[src/rtl/ram_datos_ctrl_if.sv]
// ram_datos_ctrl_if
//  Request/response bundle between the pipeline (MEM stage + debug unit) and
//  the data BRAM controller. Names are from the controller's point of view:
//  i_* are driven by the requesters, o_* by the controller.
//  MEM:   i_mem_req/we/size/unsigned/addr/wdata -> o_mem_rdata/done/err/stall
//  Debug: i_dbg_req/addr                        -> o_dbg_rdata/done
interface ram_datos_ctrl_if;
    logic        i_mem_req;
    logic        i_mem_we;
    logic [1:0]  i_mem_size;
    logic        i_mem_unsigned;
    logic [31:0] i_mem_addr;
    logic [31:0] i_mem_wdata;
    logic [31:0] o_mem_rdata;
    logic        o_mem_done;
    logic        o_mem_err;
    logic        o_mem_stall;
    logic        i_dbg_req;
    logic [31:0] i_dbg_addr;
    logic [31:0] o_dbg_rdata;
    logic        o_dbg_done;

    modport slave (
        input  i_mem_req, i_mem_we, i_mem_size, i_mem_unsigned, i_mem_addr, i_mem_wdata,
        output o_mem_rdata, o_mem_done, o_mem_err, o_mem_stall,
        input  i_dbg_req, i_dbg_addr,
        output o_dbg_rdata, o_dbg_done
    );

    modport master (
        output i_mem_req, i_mem_we, i_mem_size, i_mem_unsigned, i_mem_addr, i_mem_wdata,
        input  o_mem_rdata, o_mem_done, o_mem_err, o_mem_stall,
        output i_dbg_req, i_dbg_addr,
        input  o_dbg_rdata, o_dbg_done
    );
endinterface

[src/rtl/ram_datos_ctrl.sv]
// ram_datos_ctrl
//  Access controller for the single-port data BRAM (2-cycle read latency with
//  output register). Arbitrates MEM stage (fixed priority) against the debug
//  unit, stalls MEM during reads, and does sb/sh as read-modify-write.
//  Ports:
//   i_clka, i_rsta       clock, synchronous active-high reset
//   bus (slave)          MEM and debug request/response bundle
//   o_ram_addr/din/we    BRAM word index, write data, write enable
//   o_ram_en/regce/rst   BRAM read enable, output register enable, reset
//   i_ram_dout           BRAM read data (valid 2 cycles after o_ram_en)
//  Byte lanes are little-endian; the lane logic assumes a 32-bit word.
module ram_datos_ctrl #(
    parameter int RAM_WIDTH = 32,
    parameter int RAM_DEPTH = 2048
) (
    input  logic                 i_clka,
    input  logic                 i_rsta,
    ram_datos_ctrl_if.slave      bus,
    output logic [RAM_WIDTH-1:0] o_ram_addr,
    output logic [RAM_WIDTH-1:0] o_ram_din,
    output logic                 o_ram_we,
    output logic                 o_ram_en,
    output logic                 o_ram_regce,
    output logic                 o_ram_rst,
    input  logic [RAM_WIDTH-1:0] i_ram_dout
);

    typedef enum logic [2:0] {S_IDLE, S_RD1, S_RD2, S_WR, S_DONE} state_t;

    state_t                 r_state, w_next_state;
    logic                   r_owner_dbg;   // 1 = current access belongs to debug
    logic                   r_we;
    logic [1:0]             r_size;
    logic                   r_unsigned;
    logic [1:0]             r_lane;
    logic [RAM_WIDTH-1:0]   r_idx;
    logic [RAM_WIDTH-1:0]   r_wdata;       // store data, replaced by merged word in RD2
    logic                   r_err;
    logic [RAM_WIDTH-1:0]   r_mem_rdata;
    logic [RAM_WIDTH-1:0]   r_dbg_rdata;

    logic [RAM_WIDTH-1:0]   w_mem_idx;
    logic                   w_mem_err;
    logic [7:0]             w_byte;
    logic [15:0]            w_half;
    logic [RAM_WIDTH-1:0]   w_load;
    logic [RAM_WIDTH-1:0]   w_merged;
    logic                   w_mem_done;

    // Request decode for the grant decision in IDLE
    always_comb begin
        w_mem_idx = {2'b00, bus.i_mem_addr[RAM_WIDTH-1:2]};
        w_mem_err = (bus.i_mem_size == 2'b11)
                  | ((bus.i_mem_size == 2'b01) & bus.i_mem_addr[0])
                  | ((bus.i_mem_size == 2'b10) & (bus.i_mem_addr[1:0] != 2'b00))
                  | (w_mem_idx >= 32'(RAM_DEPTH));
    end

    // Lane extraction / extension for loads, lane insertion for sub-word stores
    always_comb begin
        case (r_lane)
            2'd0:    w_byte = i_ram_dout[7:0];
            2'd1:    w_byte = i_ram_dout[15:8];
            2'd2:    w_byte = i_ram_dout[23:16];
            default: w_byte = i_ram_dout[31:24];
        endcase
        w_half = r_lane[1] ? i_ram_dout[31:16] : i_ram_dout[15:0];
        case (r_size)
            2'b00:   w_load = r_unsigned ? {24'd0, w_byte} : {{24{w_byte[7]}}, w_byte};
            2'b01:   w_load = r_unsigned ? {16'd0, w_half} : {{16{w_half[15]}}, w_half};
            default: w_load = i_ram_dout;
        endcase

        w_merged = i_ram_dout;
        if (r_size == 2'b00) begin
            case (r_lane)
                2'd0:    w_merged[7:0]   = r_wdata[7:0];
                2'd1:    w_merged[15:8]  = r_wdata[7:0];
                2'd2:    w_merged[23:16] = r_wdata[7:0];
                default: w_merged[31:24] = r_wdata[7:0];
            endcase
        end else if (r_lane[1]) begin
            w_merged[31:16] = r_wdata[15:0];
        end else begin
            w_merged[15:0]  = r_wdata[15:0];
        end
    end

    // Next state and BRAM/handshake outputs
    always_comb begin
        w_next_state   = r_state;
        o_ram_addr     = '0;
        o_ram_din      = '0;
        o_ram_we       = 1'b0;
        o_ram_en       = 1'b0;
        o_ram_regce    = 1'b0;
        w_mem_done     = 1'b0;
        bus.o_mem_err  = 1'b0;
        bus.o_dbg_done = 1'b0;
        case (r_state)
            S_IDLE: begin
                if (bus.i_mem_req) begin
                    if (w_mem_err) begin
                        w_next_state = S_DONE;
                    end else if (bus.i_mem_we && (bus.i_mem_size == 2'b10)) begin
                        // full-word store goes straight to the BRAM
                        w_next_state = S_DONE;
                        o_ram_addr   = w_mem_idx;
                        o_ram_din    = bus.i_mem_wdata;
                        o_ram_we     = 1'b1;
                    end else begin
                        // load, or first half of a sub-word read-modify-write
                        w_next_state = S_RD1;
                        o_ram_addr   = w_mem_idx;
                        o_ram_en     = 1'b1;
                    end
                end else if (bus.i_dbg_req) begin
                    w_next_state = S_RD1;
                    o_ram_addr   = bus.i_dbg_addr;
                    o_ram_en     = 1'b1;
                end
            end
            S_RD1: begin
                w_next_state = S_RD2;
                o_ram_addr   = r_idx;
                o_ram_regce  = 1'b1;
            end
            S_RD2: begin
                w_next_state = (!r_owner_dbg && r_we) ? S_WR : S_DONE;
                o_ram_addr   = r_idx;
            end
            S_WR: begin
                w_next_state = S_DONE;
                o_ram_addr   = r_idx;
                o_ram_din    = r_wdata;
                o_ram_we     = 1'b1;
            end
            S_DONE: begin
                // no grant here, so a still-held request is not taken twice
                w_next_state = S_IDLE;
                if (r_owner_dbg) begin
                    bus.o_dbg_done = 1'b1;
                end else begin
                    w_mem_done    = 1'b1;
                    bus.o_mem_err = r_err;
                end
            end
            default: w_next_state = S_IDLE;
        endcase
        if (i_rsta) begin
            w_next_state   = S_IDLE;
            o_ram_addr     = '0;
            o_ram_din      = '0;
            o_ram_we       = 1'b0;
            o_ram_en       = 1'b0;
            o_ram_regce    = 1'b0;
            w_mem_done     = 1'b0;
            bus.o_mem_err  = 1'b0;
            bus.o_dbg_done = 1'b0;
        end
    end

    assign bus.o_mem_done  = w_mem_done;
    assign bus.o_mem_stall = bus.i_mem_req & ~w_mem_done;
    assign bus.o_mem_rdata = r_mem_rdata;
    assign bus.o_dbg_rdata = r_dbg_rdata;
    assign o_ram_rst       = i_rsta;

    always_ff @(posedge i_clka) begin
        if (i_rsta) begin
            r_state     <= S_IDLE;
            r_owner_dbg <= 1'b0;
            r_we        <= 1'b0;
            r_size      <= 2'b00;
            r_unsigned  <= 1'b0;
            r_lane      <= 2'b00;
            r_idx       <= '0;
            r_wdata     <= '0;
            r_err       <= 1'b0;
            r_mem_rdata <= '0;
            r_dbg_rdata <= '0;
        end else begin
            r_state <= w_next_state;
            case (r_state)
                S_IDLE: begin
                    if (bus.i_mem_req) begin
                        r_owner_dbg <= 1'b0;
                        r_we        <= bus.i_mem_we;
                        r_size      <= bus.i_mem_size;
                        r_unsigned  <= bus.i_mem_unsigned;
                        r_lane      <= bus.i_mem_addr[1:0];
                        r_idx       <= w_mem_idx;
                        r_wdata     <= bus.i_mem_wdata;
                        r_err       <= w_mem_err;
                        r_mem_rdata <= '0;
                    end else if (bus.i_dbg_req) begin
                        r_owner_dbg <= 1'b1;
                        r_we        <= 1'b0;
                        r_idx       <= bus.i_dbg_addr;
                        r_err       <= 1'b0;
                    end
                end
                S_RD2: begin
                    if (r_owner_dbg)
                        r_dbg_rdata <= i_ram_dout;
                    else if (r_we)
                        r_wdata     <= w_merged;
                    else
                        r_mem_rdata <= w_load;
                end
                default: ;
            endcase
        end
    end

endmodule

[src/flat_wrapper.sv]
// flat-port wrapper written by rule: the top's interface ports become plain ports
module ram_datos_ctrl_flat 
#(
    parameter int RAM_WIDTH = 32,
    parameter int RAM_DEPTH = 2048
)
  (i_clka, i_rsta, o_ram_addr, o_ram_din, o_ram_we, o_ram_en, o_ram_regce, o_ram_rst, i_ram_dout, bus_i_mem_req, bus_i_mem_we, bus_i_mem_size, bus_i_mem_unsigned, bus_i_mem_addr, bus_i_mem_wdata, bus_o_mem_rdata, bus_o_mem_done, bus_o_mem_err, bus_o_mem_stall, bus_i_dbg_req, bus_i_dbg_addr, bus_o_dbg_rdata, bus_o_dbg_done);
  ram_datos_ctrl_if bus_i ();
  input  logic i_clka;
  input  logic i_rsta;
  output logic [RAM_WIDTH-1:0] o_ram_addr;
  output logic [RAM_WIDTH-1:0] o_ram_din;
  output logic o_ram_we;
  output logic o_ram_en;
  output logic o_ram_regce;
  output logic o_ram_rst;
  input  logic [RAM_WIDTH-1:0] i_ram_dout;
  input wire logic [$bits(bus_i.i_mem_req)-1:0] bus_i_mem_req;
  input wire logic [$bits(bus_i.i_mem_we)-1:0] bus_i_mem_we;
  input wire logic [$bits(bus_i.i_mem_size)-1:0] bus_i_mem_size;
  input wire logic [$bits(bus_i.i_mem_unsigned)-1:0] bus_i_mem_unsigned;
  input wire logic [$bits(bus_i.i_mem_addr)-1:0] bus_i_mem_addr;
  input wire logic [$bits(bus_i.i_mem_wdata)-1:0] bus_i_mem_wdata;
  output wire logic [$bits(bus_i.o_mem_rdata)-1:0] bus_o_mem_rdata;
  output wire logic [$bits(bus_i.o_mem_done)-1:0] bus_o_mem_done;
  output wire logic [$bits(bus_i.o_mem_err)-1:0] bus_o_mem_err;
  output wire logic [$bits(bus_i.o_mem_stall)-1:0] bus_o_mem_stall;
  input wire logic [$bits(bus_i.i_dbg_req)-1:0] bus_i_dbg_req;
  input wire logic [$bits(bus_i.i_dbg_addr)-1:0] bus_i_dbg_addr;
  output wire logic [$bits(bus_i.o_dbg_rdata)-1:0] bus_o_dbg_rdata;
  output wire logic [$bits(bus_i.o_dbg_done)-1:0] bus_o_dbg_done;
  assign bus_i.i_mem_req = bus_i_mem_req;
  assign bus_i.i_mem_we = bus_i_mem_we;
  assign bus_i.i_mem_size = bus_i_mem_size;
  assign bus_i.i_mem_unsigned = bus_i_mem_unsigned;
  assign bus_i.i_mem_addr = bus_i_mem_addr;
  assign bus_i.i_mem_wdata = bus_i_mem_wdata;
  assign bus_o_mem_rdata = bus_i.o_mem_rdata;
  assign bus_o_mem_done = bus_i.o_mem_done;
  assign bus_o_mem_err = bus_i.o_mem_err;
  assign bus_o_mem_stall = bus_i.o_mem_stall;
  assign bus_i.i_dbg_req = bus_i_dbg_req;
  assign bus_i.i_dbg_addr = bus_i_dbg_addr;
  assign bus_o_dbg_rdata = bus_i.o_dbg_rdata;
  assign bus_o_dbg_done = bus_i.o_dbg_done;
  ram_datos_ctrl #(.RAM_WIDTH(RAM_WIDTH), .RAM_DEPTH(RAM_DEPTH)) u_core (.i_clka(i_clka), .i_rsta(i_rsta), .bus(bus_i), .o_ram_addr(o_ram_addr), .o_ram_din(o_ram_din), .o_ram_we(o_ram_we), .o_ram_en(o_ram_en), .o_ram_regce(o_ram_regce), .o_ram_rst(o_ram_rst), .i_ram_dout(i_ram_dout));
endmodule
[config.mk]
export PLATFORM = sky130hd
export DESIGN_NAME = ram_datos_ctrl_flat
export DESIGN_NICKNAME = d
export VERILOG_FILES = /design/src/rtl/ram_datos_ctrl_if.sv /design/src/rtl/ram_datos_ctrl.sv /design/src/flat_wrapper.sv
export SDC_FILE = /design/constraint.sdc
export NUM_CORES = 1
export LEC_CHECK = 0
export BUFFER_PORTS_ARGS = -buffer_cell sky130_fd_sc_hd__buf_2
export CAP_MARGIN = 20
export CELL_PAD_IN_SITES_DETAIL_PLACEMENT = 2
export CELL_PAD_IN_SITES_GLOBAL_PLACEMENT = 2
export CORE_MARGIN = 2
export CORE_UTILIZATION = 31
export CTS_BUF_LIST = sky130_fd_sc_hd__clkbuf_4 sky130_fd_sc_hd__clkbuf_8
export DETAILED_ROUTE_END_ITERATION = 10
export PLACE_DENSITY_LB_ADDON = 0.3
export SETUP_SLACK_MARGIN = 0.02
export SKIP_CTS_REPAIR_TIMING = 1
export SYNTH_ARGS = -nofsm -noshare
export SYNTH_HDL_FRONTEND = slang
export SYNTH_SLANG_ARGS = --single-unit
[constraint.sdc]
create_clock -name i_clka -period 5.5 [get_ports i_clka]
set_input_delay 0.55 -clock i_clka [delete_from_list [all_inputs] [get_ports i_clka]]
set_output_delay 0.55 -clock i_clka [all_outputs]
set_load 0.03 [all_outputs]
==> summary.md <==
| Metric | Value |
|---|---|
| Most area-hungry cell type in the Yosys netlist | sky130_fd_sc_hd__dfxtp_1 |
| Total iterations of the first detailed-routing run | 5 |
| Synth warn | 0 |
| Wirelength per Cell | 22.6 µm |
| Via count | 8273 |
| Input/output buffers | 271 |
| Maximum number of buffers from clock root to sink | 2 |
| Total global routing overflow | 0 |
| Vias/cell | 5.57 |
| Length of routed wiring on met1 | 14.9 mm |
| WHS | 0.349 ns |
| Final worst setup slack | 1.28 ns |
| Amount of wire on met2 after detailed routing | 16.0 mm |
| Reg2Reg Launch Point | u_core.r_state[1] |
| Leakage Power | 3.99 nW |
| Die area | 25500 µm² |
| Via count of the first global-routing pass | 8748 |
| DRT iter0 DRCs | 520 |
| EDFF count, synth | 0 |
| Result of the run | finished clean |
| Clock latency of the later-clocked register in the worst-skew pair | 0.47 ns |
| Netlist Area Pre-Place | 7520 µm² |
| Delay of the slowest critical-path stage | 0.78 ns |
| Total power after layout | 2.63 mW |
| Wire length of the first global-routing pass | 51.8 mm |
| Post-synthesis sequential area ratio | 37.0% |
| Final-report max-slew violation count | 0 |
| Gate family responsible for the most delay along the worst path | simple AND/OR/NAND/NOR gates |
| Transition at the pin with the smallest max-transition slack | 1.02 ns |
| Setup repair after global routing missed its margin | no |
| Path depth of the worst reg2reg path | 5 |
| Worst slew margin | 31.6% |
| Cell at the slowest stage of the critical path | sky130_fd_sc_hd__or4b_1 |
| Initial core utilization | 31.8% |
| Power per unit of standard cell area | 276 nW/µm² |
| Netlist cell types | 63 |
| VDD IR-drop max | 102 µV |
| Final core area utilization | 40.3% |
| Clock period minus worst slack | 4.22 ns |
| Post-synthesis area per instance | 8.02 µm² |
| Capturing instance or port of the critical path | o_ram_din[1] |
| Cell-by-cell listing of the critical path | or4b_1, or4_4, nor3_4, buf_4, a22o_1, buf_2 |
| Period utilisation layout | 76.7% |
| Number of hold-slack violations in the final timing report | 0 |
| Chip height | 160 µm |
| Top-area cell type share of the netlist area | 37.0% |
| Sort of element at the start of the critical path | register |
| Bufs and invs on worst path | 2 |
| Synth-to-layout area growth | 26.7% |
| Area of the core | 23600 µm² |
| Placed Cells | 1453 |
| ANT nets after route | 0 |
| Data arrival, critical path | 3.67 ns |
| Maximum clock skew at final layout | 0.0171 ns |
| Pin count of the biggest net entering global routing | 81 |
| Std cell rows | 56 |
| Number of remaining DRC errors | 0 |
| H-tree lvl count | 4 |
| Required time of the critical path | 4.95 ns |
| Design Area, Final | 9530 µm² |
| Number of synthesized register bits | 139 |
| Placer Congestion | 0.801 |
| Classification of the worst-slack hold path | in -> reg |
| Peak Freq | 237 MHz |
| Capturing element type of the critical path | output pin |
| Register-to-Register Setup Slack | 2.83 ns |
| TritonCTS buffer count | 17 |
| Post-synth net total | 1073 |
| Cell area after placement | 9070 µm² |
| Final HPWL from detailed placement | 24.9 mm |
| Synth async-reset ratio | 0% |
| Clock input transition at the sequential cells of the worst setup and hold paths | 0.10 ns |
| Post-synthesis instance total | 937 |
| GRT Resource Usage Total | 25.9% |
| CTS sink cnt | 139 |
| Number of antenna violations at the first check in global routing | 2 |
| Setup TNS | 0 ns |
| Capturing point of the worst reg2reg path | u_core.r_wdata[15] |
| Net count, final | 1289 |
| Crit path launch | u_core.r_state[0] |
| Total wire length after detailed routing | 33.6 mm |
| Minimum setup slack after placement | 1.59 ns |
| Max_cap viols | 0 |
| Worst-path fanout max | 15 |
| Highest metal layer with signal wires | met5 |
| CTS Root Cell | sky130_fd_sc_hd__clkbuf_8 |
| Top cells by area, synth | sky130_fd_sc_hd__dfxtp_1, sky130_fd_sc_hd__nand2_1, sky130_fd_sc_hd__mux2i_1 |
| Class of the most critical setup path | reg -> out |
| Share of layout cells above drive strength 1 | 29.8% |
| CTS tree | built |
| WL met3 | 2.02 mm |
| Number of standard cells in the final layout excluding fillers | 1486 |
| Post-synth top flop | sky130_fd_sc_hd__dfxtp_1 |
| Width of the die | 160 µm |
| Boundary Pins | 272 |
| Setup-violating endpoint count in the final report | 0 |
| CP Depth | 6 |
-- per-layer routing --
metal / vias to the layer above / GRT usage, %
met5: - / 0
met1: 4073 / 33.3
met3: 38 / 6.10
li1: 3902 / -
met4: 2 / 6.94
met2: 258 / 43.4
-- cells in the final DEF, fill, tap and decap left out, types with 4 or more instances in the layout --
cell	Yosys	layout
sky130_fd_sc_hd__buf_2	8	270
sky130_fd_sc_hd__nor3_1	9	9
sky130_fd_sc_hd__a21oi_1	77	77
sky130_fd_sc_hd__a22oi_1	38	38
sky130_fd_sc_hd__o21a_1	7	7
sky130_fd_sc_hd__dfxtp_1	139	139
sky130_fd_sc_hd__nand4_1	11	11
sky130_fd_sc_hd__o21ai_1	42	42
sky130_fd_sc_hd__a221oi_1	19	19
sky130_fd_sc_hd__o21ai_0	14	14
sky130_fd_sc_hd__o221ai_1	8	8
sky130_fd_sc_hd__nor4_1	6	5
sky130_fd_sc_hd__clkbuf_8	0	18
sky130_fd_sc_hd__bufinv_16	0	4
sky130_fd_sc_hd__mux2i_1	47	47
sky130_fd_sc_hd__a211oi_1	41	40
sky130_fd_sc_hd__a22o_1	41	41
sky130_fd_sc_hd__nand3b_1	12	12
sky130_fd_sc_hd__nor2_1	86	84
sky130_fd_sc_hd__nor2b_1	7	6
sky130_fd_sc_hd__a311oi_1	8	8
sky130_fd_sc_hd__nand2b_1	12	12
sky130_fd_sc_hd__a31o_1	7	7
sky130_fd_sc_hd__o41ai_1	8	8
sky130_fd_sc_hd__nand2_1	140	140
sky130_fd_sc_hd__mux2_2	11	11
sky130_fd_sc_hd__buf_4	1	20
-- tightest hold or removal path, stage by stage --
cell and delay [ns]:
sky130_fd_sc_hd__buf_2 0.10, sky130_fd_sc_hd__nand2_1 0.07, sky130_fd_sc_hd__a21oi_1 0.06
-- layout make-up --
class	instances	area, µm²
Antenna cell	1	2.50
Tap cell	319	399
Sequential cell	139	2780
Inverter	4	15.0
Fill cell	2770	14100
Clock buffer	20	263
Clock inverter	12	188
Timing Repair Buffer	290	1500
Multi-Input combinational cell	701	4380
-- Yosys cell counts (2+ instances only) --
library cell	number
sky130_fd_sc_hd__a211o_1	3
sky130_fd_sc_hd__a211oi_1	41
sky130_fd_sc_hd__a21oi_1	77
sky130_fd_sc_hd__a221oi_1	19
sky130_fd_sc_hd__a22o_1	41
sky130_fd_sc_hd__a22oi_1	38
sky130_fd_sc_hd__a311oi_1	8
sky130_fd_sc_hd__a31o_1	7
sky130_fd_sc_hd__a31oi_1	2
sky130_fd_sc_hd__and2_1	2
sky130_fd_sc_hd__and3_1	2
sky130_fd_sc_hd__buf_1	6
sky130_fd_sc_hd__buf_2	8
sky130_fd_sc_hd__buf_6	3
sky130_fd_sc_hd__clkbuf_1	75
sky130_fd_sc_hd__dfxtp_1	139
sky130_fd_sc_hd__inv_1	3
sky130_fd_sc_hd__mux2_1	3
sky130_fd_sc_hd__mux2_2	11
sky130_fd_sc_hd__mux2i_1	47
sky130_fd_sc_hd__nand2_1	140
sky130_fd_sc_hd__nand2b_1	12
sky130_fd_sc_hd__nand3_1	3
sky130_fd_sc_hd__nand3b_1	12
sky130_fd_sc_hd__nand4_1	11
sky130_fd_sc_hd__nor2_1	86
sky130_fd_sc_hd__nor2b_1	7
sky130_fd_sc_hd__nor3_1	9
sky130_fd_sc_hd__nor3b_1	2
sky130_fd_sc_hd__nor4_1	6
sky130_fd_sc_hd__o21a_1	7
sky130_fd_sc_hd__o21ai_0	14
sky130_fd_sc_hd__o21ai_1	42
sky130_fd_sc_hd__o221ai_1	8
sky130_fd_sc_hd__o22ai_1	3
sky130_fd_sc_hd__o41ai_1	8
sky130_fd_sc_hd__or2_1	3
sky130_fd_sc_hd__or3_1	2
sky130_fd_sc_hd__or3b_1	3
-- report_power, final --
group / switching, mW / internal [mW]
sequential: 0.0740 / 1.07
clock: 0.445 / 0.523
combinational: 0.333 / 0.182
total: 0.853 / 1.77
-- how the worst min path moves through the flow --
stage | start | end | slack [ns] | cells after the start
after floorplan | u_core.r_err | u_core.r_err | 0.43 | 2
after global placement | u_core.bus.o_mem_rdata[21] | u_core.bus.o_mem_rdata[21] | 0.43 | 2
after detailed placement | u_core.bus.o_mem_rdata[22] | u_core.bus.o_mem_rdata[22] | 0.44 | 2
after CTS | bus_i_dbg_addr[31] | u_core.r_idx[31] | 0.33 | 3
after global routing | bus_i_dbg_addr[30] | u_core.r_idx[30] | 0.34 | 3
final | bus_i_dbg_addr[31] | u_core.r_idx[31] | 0.35 | 3
-- state kept, by name (all words and copies together), names as in the netlist, 2 cells and up --
signal,cells
u_core.bus.o_dbg_rdata,32
u_core.r_idx,32
u_core.r_lane,2
u_core.r_state,3
u_core.bus.o_mem_rdata,32
u_core.r_wdata,32
u_core.r_size,2
-- cells by family after synthesis --
group	count (synthesis)	synth area share, %
flops	139	37.0
compound gates	329	30.2
xor+xnor	1	0.117
mux	61	8.35
buf+inv	97	5.33
simple gates	310	19.0
No activity file was read; power rests on OpenSTA's default activity.
